===== config.mk =====
export PLATFORM = sky130hd
export DESIGN_NAME = stream_driver
export DESIGN_NICKNAME = d
export VERILOG_FILES = /design/src/rtl/stream_driver_pkg.sv /design/src/rtl/drv_counter.sv /design/src/rtl/stream_driver.sv
export SDC_FILE = /design/constraint.sdc
export NUM_CORES = 1
export LEC_CHECK = 0
export BUFFER_PORTS_ARGS = -buffer_cell sky130_fd_sc_hd__buf_2
export CAP_MARGIN = 20
export CORE_MARGIN = 10
export CORE_UTILIZATION = 29
export DETAILED_ROUTE_END_ITERATION = 16
export GPL_TIMING_DRIVEN = 0
export PLACE_DENSITY = 0.57
export SYNTH_ARGS = -nofsm -noshare
export SYNTH_HDL_FRONTEND = slang
export SYNTH_HIERARCHICAL = 1
export SYNTH_SLANG_ARGS = --single-unit

===== constraint.sdc =====
create_clock -name clk -period 7.1 [get_ports clk]
set_input_delay 1.42 -clock clk [delete_from_list [all_inputs] [get_ports clk]]
set_output_delay 1.42 -clock clk [all_outputs]
set_load 0.02 [all_outputs]

===== src/rtl/stream_driver_pkg.sv =====
// Shared types and defaults for the stream_driver block and its beat/watchdog counter.
package stream_driver_pkg;

  typedef enum logic [2:0] {IDLE, START, SEND, GAP, WAIT, CHECK} state_t;

  typedef logic [3:0] instr_t;

  localparam int unsigned TIMEOUT_CYC_DEF = 40;

  // 8-bit saturating increment, used for the error counter
  function automatic logic [7:0] sat_inc(input logic [7:0] v, input logic en);
    return (en && (v != 8'hFF)) ? v + 8'd1 : v;
  endfunction

endpackage


===== src/rtl/drv_counter.sv =====
// Beat counter for a stream_driver round plus the optional finish-wait watchdog.
// Watchdog is present only when STREAM_DRV_TIMEOUT_EN is defined.
module drv_counter
  import stream_driver_pkg::*;
#(
  parameter int unsigned TIMEOUT_CYC = TIMEOUT_CYC_DEF
) (
  input  logic       clk,
  input  logic       rst,
  input  logic       load,
  input  logic [7:0] load_val,
  input  logic       dec,
  output logic [7:0] beats,
  output logic       last,
  input  logic       wd_run,
  output logic       wd_expired
);

  always_ff @(posedge clk) begin
    if (rst) begin
      beats <= '0;
    end else if (load) begin
      beats <= load_val;
    end else if (dec && (beats != '0)) begin
      beats <= beats - 8'd1;
    end
  end

  assign last = (beats == 8'd1);

`ifdef STREAM_DRV_TIMEOUT_EN
  localparam int unsigned WDW = $clog2(TIMEOUT_CYC + 1);

  logic [WDW-1:0] wd;

  // Cleared whenever the driver leaves WAIT, so each round starts from zero
  always_ff @(posedge clk) begin
    if (rst || !wd_run) begin
      wd <= '0;
    end else if (!wd_expired) begin
      wd <= wd + 1'b1;
    end
  end

  assign wd_expired = wd_run && (wd == WDW'(TIMEOUT_CYC - 1));
`else
  logic unused_wd;
  assign unused_wd  = wd_run & (TIMEOUT_CYC != 0);
  assign wd_expired = 1'b0;
`endif

endmodule


===== src/rtl/stream_driver.sv =====
// Drives one round of operand records into the compute protocol and checks its result.
// Optional finish-wait watchdog enabled by defining STREAM_DRV_TIMEOUT_EN.
module stream_driver
  import stream_driver_pkg::*;
#(
  parameter int unsigned TIMEOUT_CYC = TIMEOUT_CYC_DEF,
  parameter int unsigned DW          = 8
) (
  input  logic          clk,
  input  logic          rst,
  input  logic          launch,
  input  logic [7:0]    cfg_count,
  input  logic          cfg_gap,
  input  logic [DW-1:0] exp_value,
  input  logic          rec_valid,
  output logic          rec_ready,
  input  logic [DW-1:0] rec_a,
  input  logic [DW-1:0] rec_b,
  input  instr_t        rec_instr,
  output logic          start,
  output logic [7:0]    count,
  output logic          valid,
  output logic [DW-1:0] data_A,
  output logic [DW-1:0] data_B,
  output instr_t        instruction,
  input  logic          finish,
  input  logic [DW-1:0] third_largest,
  output logic          busy,
  output logic          done,
  output logic          pass,
  output logic [DW-1:0] result,
  output logic [7:0]    err_cnt,
  output logic          timeout,
  output logic          proto_err
);

  state_t        state, state_n;
  logic          gap_q;
  logic [DW-1:0] exp_q;
  logic          finish_q;
  logic [7:0]    beats;
  logic          last;
  logic          wd_expired;
  logic          xfer;
  logic          accept_finish;
  logic          to_hit;
  logic          proto_hit;
  logic          mismatch_hit;

  assign xfer          = (state == SEND) && rec_valid;
  // A finish that continues from the previous cycle is a protocol error, never a response
  assign accept_finish = (state == WAIT) && finish && !finish_q;
  assign to_hit        = (state == WAIT) && wd_expired && !accept_finish;
  assign proto_hit     = finish && (finish_q || (state == START) || (state == SEND) || (state == GAP));
  assign mismatch_hit  = accept_finish && (third_largest != exp_q);

  drv_counter #(
    .TIMEOUT_CYC(TIMEOUT_CYC)
  ) u_counter (
    .clk       (clk),
    .rst       (rst),
    .load      ((state == IDLE) && launch),
    .load_val  (cfg_count),
    .dec       (xfer),
    .beats     (beats),
    .last      (last),
    .wd_run    (state == WAIT),
    .wd_expired(wd_expired)
  );

  always_ff @(posedge clk) begin
    if (rst) begin
      state <= IDLE;
    end else begin
      state <= state_n;
    end
  end

  always_comb begin
    state_n     = state;
    start       = 1'b0;
    count       = '0;
    rec_ready   = 1'b0;
    valid       = 1'b0;
    data_A      = '0;
    data_B      = '0;
    instruction = '0;
    busy        = (state != IDLE);
    done        = 1'b0;
    case (state)
      IDLE: begin
        if (launch) state_n = START;
      end
      START: begin
        start   = 1'b1;
        count   = beats;
        state_n = (beats != '0) ? SEND : WAIT;
      end
      SEND: begin
        rec_ready = 1'b1;
        if (rec_valid) begin
          valid       = 1'b1;
          data_A      = rec_a;
          data_B      = rec_b;
          instruction = rec_instr;
          if (gap_q)     state_n = GAP;
          else if (last) state_n = WAIT;
        end
      end
      GAP: begin
        state_n = (beats == '0) ? WAIT : SEND;
      end
      WAIT: begin
        if (accept_finish || to_hit) state_n = CHECK;
      end
      CHECK: begin
        done    = 1'b1;
        state_n = IDLE;
      end
      default: state_n = IDLE;
    endcase
  end

  // result/pass are registered on the finish edge so they are already valid during CHECK
  always_ff @(posedge clk) begin
    if (rst) begin
      gap_q     <= 1'b0;
      exp_q     <= '0;
      finish_q  <= 1'b0;
      pass      <= 1'b0;
      result    <= '0;
      err_cnt   <= '0;
      timeout   <= 1'b0;
      proto_err <= 1'b0;
    end else begin
      finish_q <= finish;
      if ((state == IDLE) && launch) begin
        gap_q <= cfg_gap;
        exp_q <= exp_value;
      end
      if (accept_finish) begin
        result <= third_largest;
        pass   <= (third_largest == exp_q);
      end
      if (to_hit) begin
        pass    <= 1'b0;
        timeout <= 1'b1;
      end
      if (proto_hit) proto_err <= 1'b1;
      err_cnt <= sat_inc(sat_inc(err_cnt, mismatch_hit || to_hit), proto_hit);
    end
  end

endmodule

Yosys cells after proc, flatten, opt, wreduce, memory -nomap -nowiden
Index checks and enable logic that the tools add are counted.
{ "totals": {"ff_bits": 39, "inputBits": 50, "out_inout_bits": 52} }
{ "classes": {"addsub": 3, "eq_ne": 14, "n_mux": 24, "reduce_logical": 19} }
{ "op_table": {"columns": ["cell", "n"], "rows": [
  ["2-to-1 mux 8 bit", 9],
  ["2-to-1 mux 3 bit", 7],
  ["adder 8 x 1 -> 8 bit (second input constant)", 2],
  ["!= test 8 bit (second input constant)", 2],
  ["case mux 3 bit (5 select lines)", 1],
  ["logical AND 1 bit", 9],
  ["== test 8 x 1 -> 1 bit (second input constant)", 1],
  ["== test 8 bit", 1],
  ["logical NOT 8 bit", 1],
  ["2-to-1 mux 4 bit", 2],
  ["!= test 8 bit", 1],
  ["nonzero test 8 bit", 1],
  ["subtractor 8 x 1 -> 8 bit (second input constant)", 1],
  ["== test 3 x 2 -> 1 bit (second input constant)", 2],
  ["== test 3 bit (second input constant)", 2],
  ["!= test 2 bit (second input constant)", 3],
  ["2-to-1 mux 1 bit", 5],
  ["AND reduction 4 bit", 1],
  ["== test 3 x 1 -> 1 bit (second input constant)", 1],
  ["logical NOT 3 bit", 1],
  ["logical OR 1 bit", 3],
  ["!= test 3 bit (second input constant)", 1],
  ["nonzero test 3 bit", 1],
  ["nonzero test 2 bit", 1],
  ["logical NOT 1 bit", 1]
]} }

Depth between registers and ports, before layout
{ "depth": {"depth_word": 9, "ltp_mapped": 10, "depth_no_buf": 9} }

Hierarchy
The synthesis kept the hierarchy.
{ "by_module_without_submodules": {"columns": ["mod", "instances", "cells_per_inst", "area_per_inst_um2", "seq_area_each_um2"], "rows": [
  ["stream_driver", 1, 261, 1995.7, 640.6],
  ["drv_counter", 1, 61, 535.5, 160.2]
]} }

Worst setup path before layout
OpenSTA, ideal clock, no wires.
{ "synth_path": {"path_kind": "input -> output", "from": "input rec_valid", "to": "output valid", "arrival_ns": 1.902, "t_required_ns": 5.680, "slack_ns": 3.778, "cell_stages": 2, "n_path_buf": 1, "cell_sequence": "clkbuf_1 and2_1"} }
{ "synth_between": {"elab_chain_cells": 2} }
{ "synth_lines": {"columns": ["element", "line_no", "rtl"], "rows": [
  ["start, declared", "stream_driver.sv:15", "input logic rec_valid,"],
  ["2-to-1 mux 1 bit", "stream_driver.sv:101", "if (rec_valid) begin"],
  ["2-to-1 mux 1 bit", "stream_driver.sv:90", "case (state)"],
  ["end, declared", "stream_driver.sv:22", "output logic valid,"]
]} }
Every way passes these cells.

Worst setup path in the final report
Ends and elaborated chain as after synthesis.

==> key figures <==
Synth
  • Syn nets: ~380
  • #FFs+latches synth: 40
  • Top-count cell post-synth: nand2_1
  • Cell taking the most area after synthesis: dfxtp_1
  • Synth top area cells: dfxtp_1, xnor2_1, nand2_1
  • Synth Flop Type: dfxtp_1
  • Yosys warns: 6
  • Yosys top cell area share: around a third
  • Post-Syn Instances: approximately 320
  • Post-synth EDFFs: 0
  • Register area share after synthesis: 31.6%
  • Syn avg cell area: about 7.9 µm²
  • Async SR Flop Fraction: 0%
  • Post-Syn Area: about 0.0025 mm²
  • Top cells by count, synth: nand2_1, dfxtp_1, nor2_1
  • Post-synth cell types: 60

Final layout
  • N_diodes: 0
  • Reg area: between 800 and 900 µm²
  • Fin util: 38.2%
  • Layout cells sized above 1: between 30 and 40%
  • Final cell count without fillers: 539
  • P&R area growth vs syn: 29.9%
  • Final #Nets: between 400 and 500
  • Multi-input gate area: 0.00159 mm²
  • Fillers: roughly 930

Drt
  • Vias per cell: between 4 and 5
  • Final ANT Viol Nets: 0
  • WL met1: between 3 and 4 mm
  • Detailed Route WL: between 7 and 8 mm
  • Drt pass-1 iters: 4
  • Via count: 2647
  • Avg WL per Cell: approximately 14 µm
  • Met2 wire length: between 3 and 4 mm
  • DR top layer: met4
  • DRC viols: 0
  • Wire length on met3: 410 µm
  • Starting DRT DRC Count: approximately 110

Worst setup path
  • Crit. End Element: output pin
  • CP max FO: 10
  • Crit path buf inv count: 3
  • Slowest CP cell: and2_1
  • Worst path cell trace: buf_2 -> clkbuf_1 -> and2_1 -> buf_2
  • CP peak stage delay: about 0.26 ns
  • Worst path top cell family by delay: buffers and inverters
  • Crit Path Class: in -> out
  • Critical path arrival: between 2 and 2.5 ns
  • Required time worst endpoint: around 5.7 ns
  • Startpoint class of the critical path: primary input
  • CP most frequent cell: buf_2

Global routing
  • Total GRT Usage: between 10% and 20%
  • Initial antenna violation count: 0
  • Grt ovf: 0
  • First-pass GRT wire length: about 13 mm
  • Vias in the first global route: 2608
  • Pin count of the biggest net entering global routing: 15

CTS
  • Root Driver: clkbuf_8
  • Clk buf depth: 2
  • # hold bufs at CTS: 0
  • Total CTS buffers: 5
  • Resized cells post-CTS: 0
  • H-tree depth: 2
  • Setup bufs post-CTS: 0
  • Clock sinks: 40
  • TritonCTS clock tree: built
  • Clk slew on worst S/H paths: about 0.090 ns
  • Worst skew pair latency: 0.30 ns

Timing
  • WHS: between 0.4 and 0.5 ns
  • Setup TNS Final: 0 ns
  • Setup Viol. Count Final: 0
  • F_max: ~0.27 GHz
  • Skew final: approximately 0.0035 ns
  • Final hold vios: 0
  • Worst-margin pin slew: about 0.74 ns
  • Period utilisation layout: roughly half
  • Pins over their slew limit: 0
  • Worst slew margin: roughly half
  • Crit path time final: 3.66 ns
  • RSZ-0062 raised after global routing: no

Placement
  • IO Port Bufs: about 100
  • Placer Congestion: 0.859
  • Post-DP HPWL: 6.15 mm
  • Post-Place Cells: between 500 and 600

Status
  • Run status: completed

Floorplanning
  • I/O pins: 102
  • Die Y: roughly 110 µm
  • Core Area: ~0.0086 mm²
  • Die width: roughly 110 µm
  • Die Area: approximately 0.013 mm²
  • Starting Density: 29.5%
  • Std-Cell Rows: 34

Run
  • Maxcap violations: 0

Power
  • Overall Power: roughly 0.99 mW
  • Pleak: between 1.5 and 2 nW
  • PwrDens: roughly 300 mW/mm²
  • VDD IR max: about 0.00016 V

Min path
  • HP Class: reg -> reg
==> per-layer routing <==
metal	track usage (%)	vias to the layer above
met5	0	-
met4	2.28	0
met3	3.36	2
met2	19.6	70
met1	14.4	1221
li1	-	1354
==> layout by cell type (no fill, tap or decap), types with 2 or more instances in the layout <==
cell,netlist,final
nor2_1,27,27
o211ai_1,2,2
nor4_1,7,7
o31ai_1,3,3
a31oi_1,4,4
o21ai_2,2,2
and2_1,12,12
dfxtp_1,40,40
nor3b_1,3,3
inv_1,11,11
and4_1,3,3
o21a_1,3,3
a21oi_1,24,24
o21ai_0,5,5
nor2b_1,2,2
nand4_1,5,5
xnor2_1,18,18
nand2b_1,3,3
clkbuf_1,8,8
a211oi_1,6,6
clkbuf_8,0,5
ha_1,4,4
nand2_1,41,41
xor2_1,3,3
o21ai_1,2,2
nand3_1,11,11
buf_2,4,105
and3_1,23,23
nor3_1,11,11
and3b_1,2,2
buf_4,3,3
==> worst paths after layout <==
check / depth (start not counted) / startpoint / to / slack, ns
min: 2 / result[4]$_SDFFE_PP0P_ / result[4]$_SDFFE_PP0P_ / 0.45
max: 4 / rec_valid / valid / 3.44
max reg2reg: 9 / state[0]$_SDFFE_PP0P_ / u_counter/beats[5]$_SDFFE_PP0P_ / 4.45
min reg2reg: 2 / result[4]$_SDFFE_PP0P_ / result[4]$_SDFFE_PP0P_ / 0.45
==> flip-flops by register name, indices dropped and copies added (netlist names) <==
| register | flops |
|---|---|
| state | 3 |
| proto_err | 1 |
| err_cnt | 8 |
| pass | 1 |
| u_counter/beats | 8 |
| finish_q | 1 |
| timeout | 1 |
| result | 8 |
| gap_q | 1 |
| exp_q | 8 |
==> area by class of cell <==
type	count	area share, %
Buffer	18	2.89
Tap cell	108	4.11
Sequential cell	40	24.4
Clock inverter	3	1.41
Timing Repair Buffer	101	15.4
Multi-Input combinational cell	252	48.4
Clock buffer	5	2.09
Inverter	12	1.37
==> logic make-up after synthesis <==
| family | after synthesis | synth area share, % |
|---|---|---|
| mux | 1 | 0.395 |
| buf+inv | 30 | 5.54 |
| xor+xnor | 21 | 7.27 |
| compound gates | 65 | 19.0 |
| other cells | 1 | 0.148 |
| simple gates | 160 | 34.0 |
| flops | 40 | 31.6 |
| fa+ha+maj | 4 | 1.98 |
==> worst min-delay path, stage by stage (launching register included) <==
cell	delay, ns
dfxtp_1	0.31
nand2_1	0.05
a21oi_1	0.05
==> power breakdown <==
group | total [mW] | switching (mW) | internal (mW)
Clock | 0.199 | 0.0929 | 0.106
Sequential | 0.326 | 0.0550 | 0.271
Combinational | 0.462 | 0.285 | 0.177
==> through the flow <==
step	area [µm²]	setup slack, ns
after detailed placement	3170	3.44
final	3290	3.44
after global placement	3170	3.43
after global routing	3290	3.33
after floorplan	2530	3.78
after CTS	3290	3.44
Note: power is estimated with default switching activity, not from simulation.
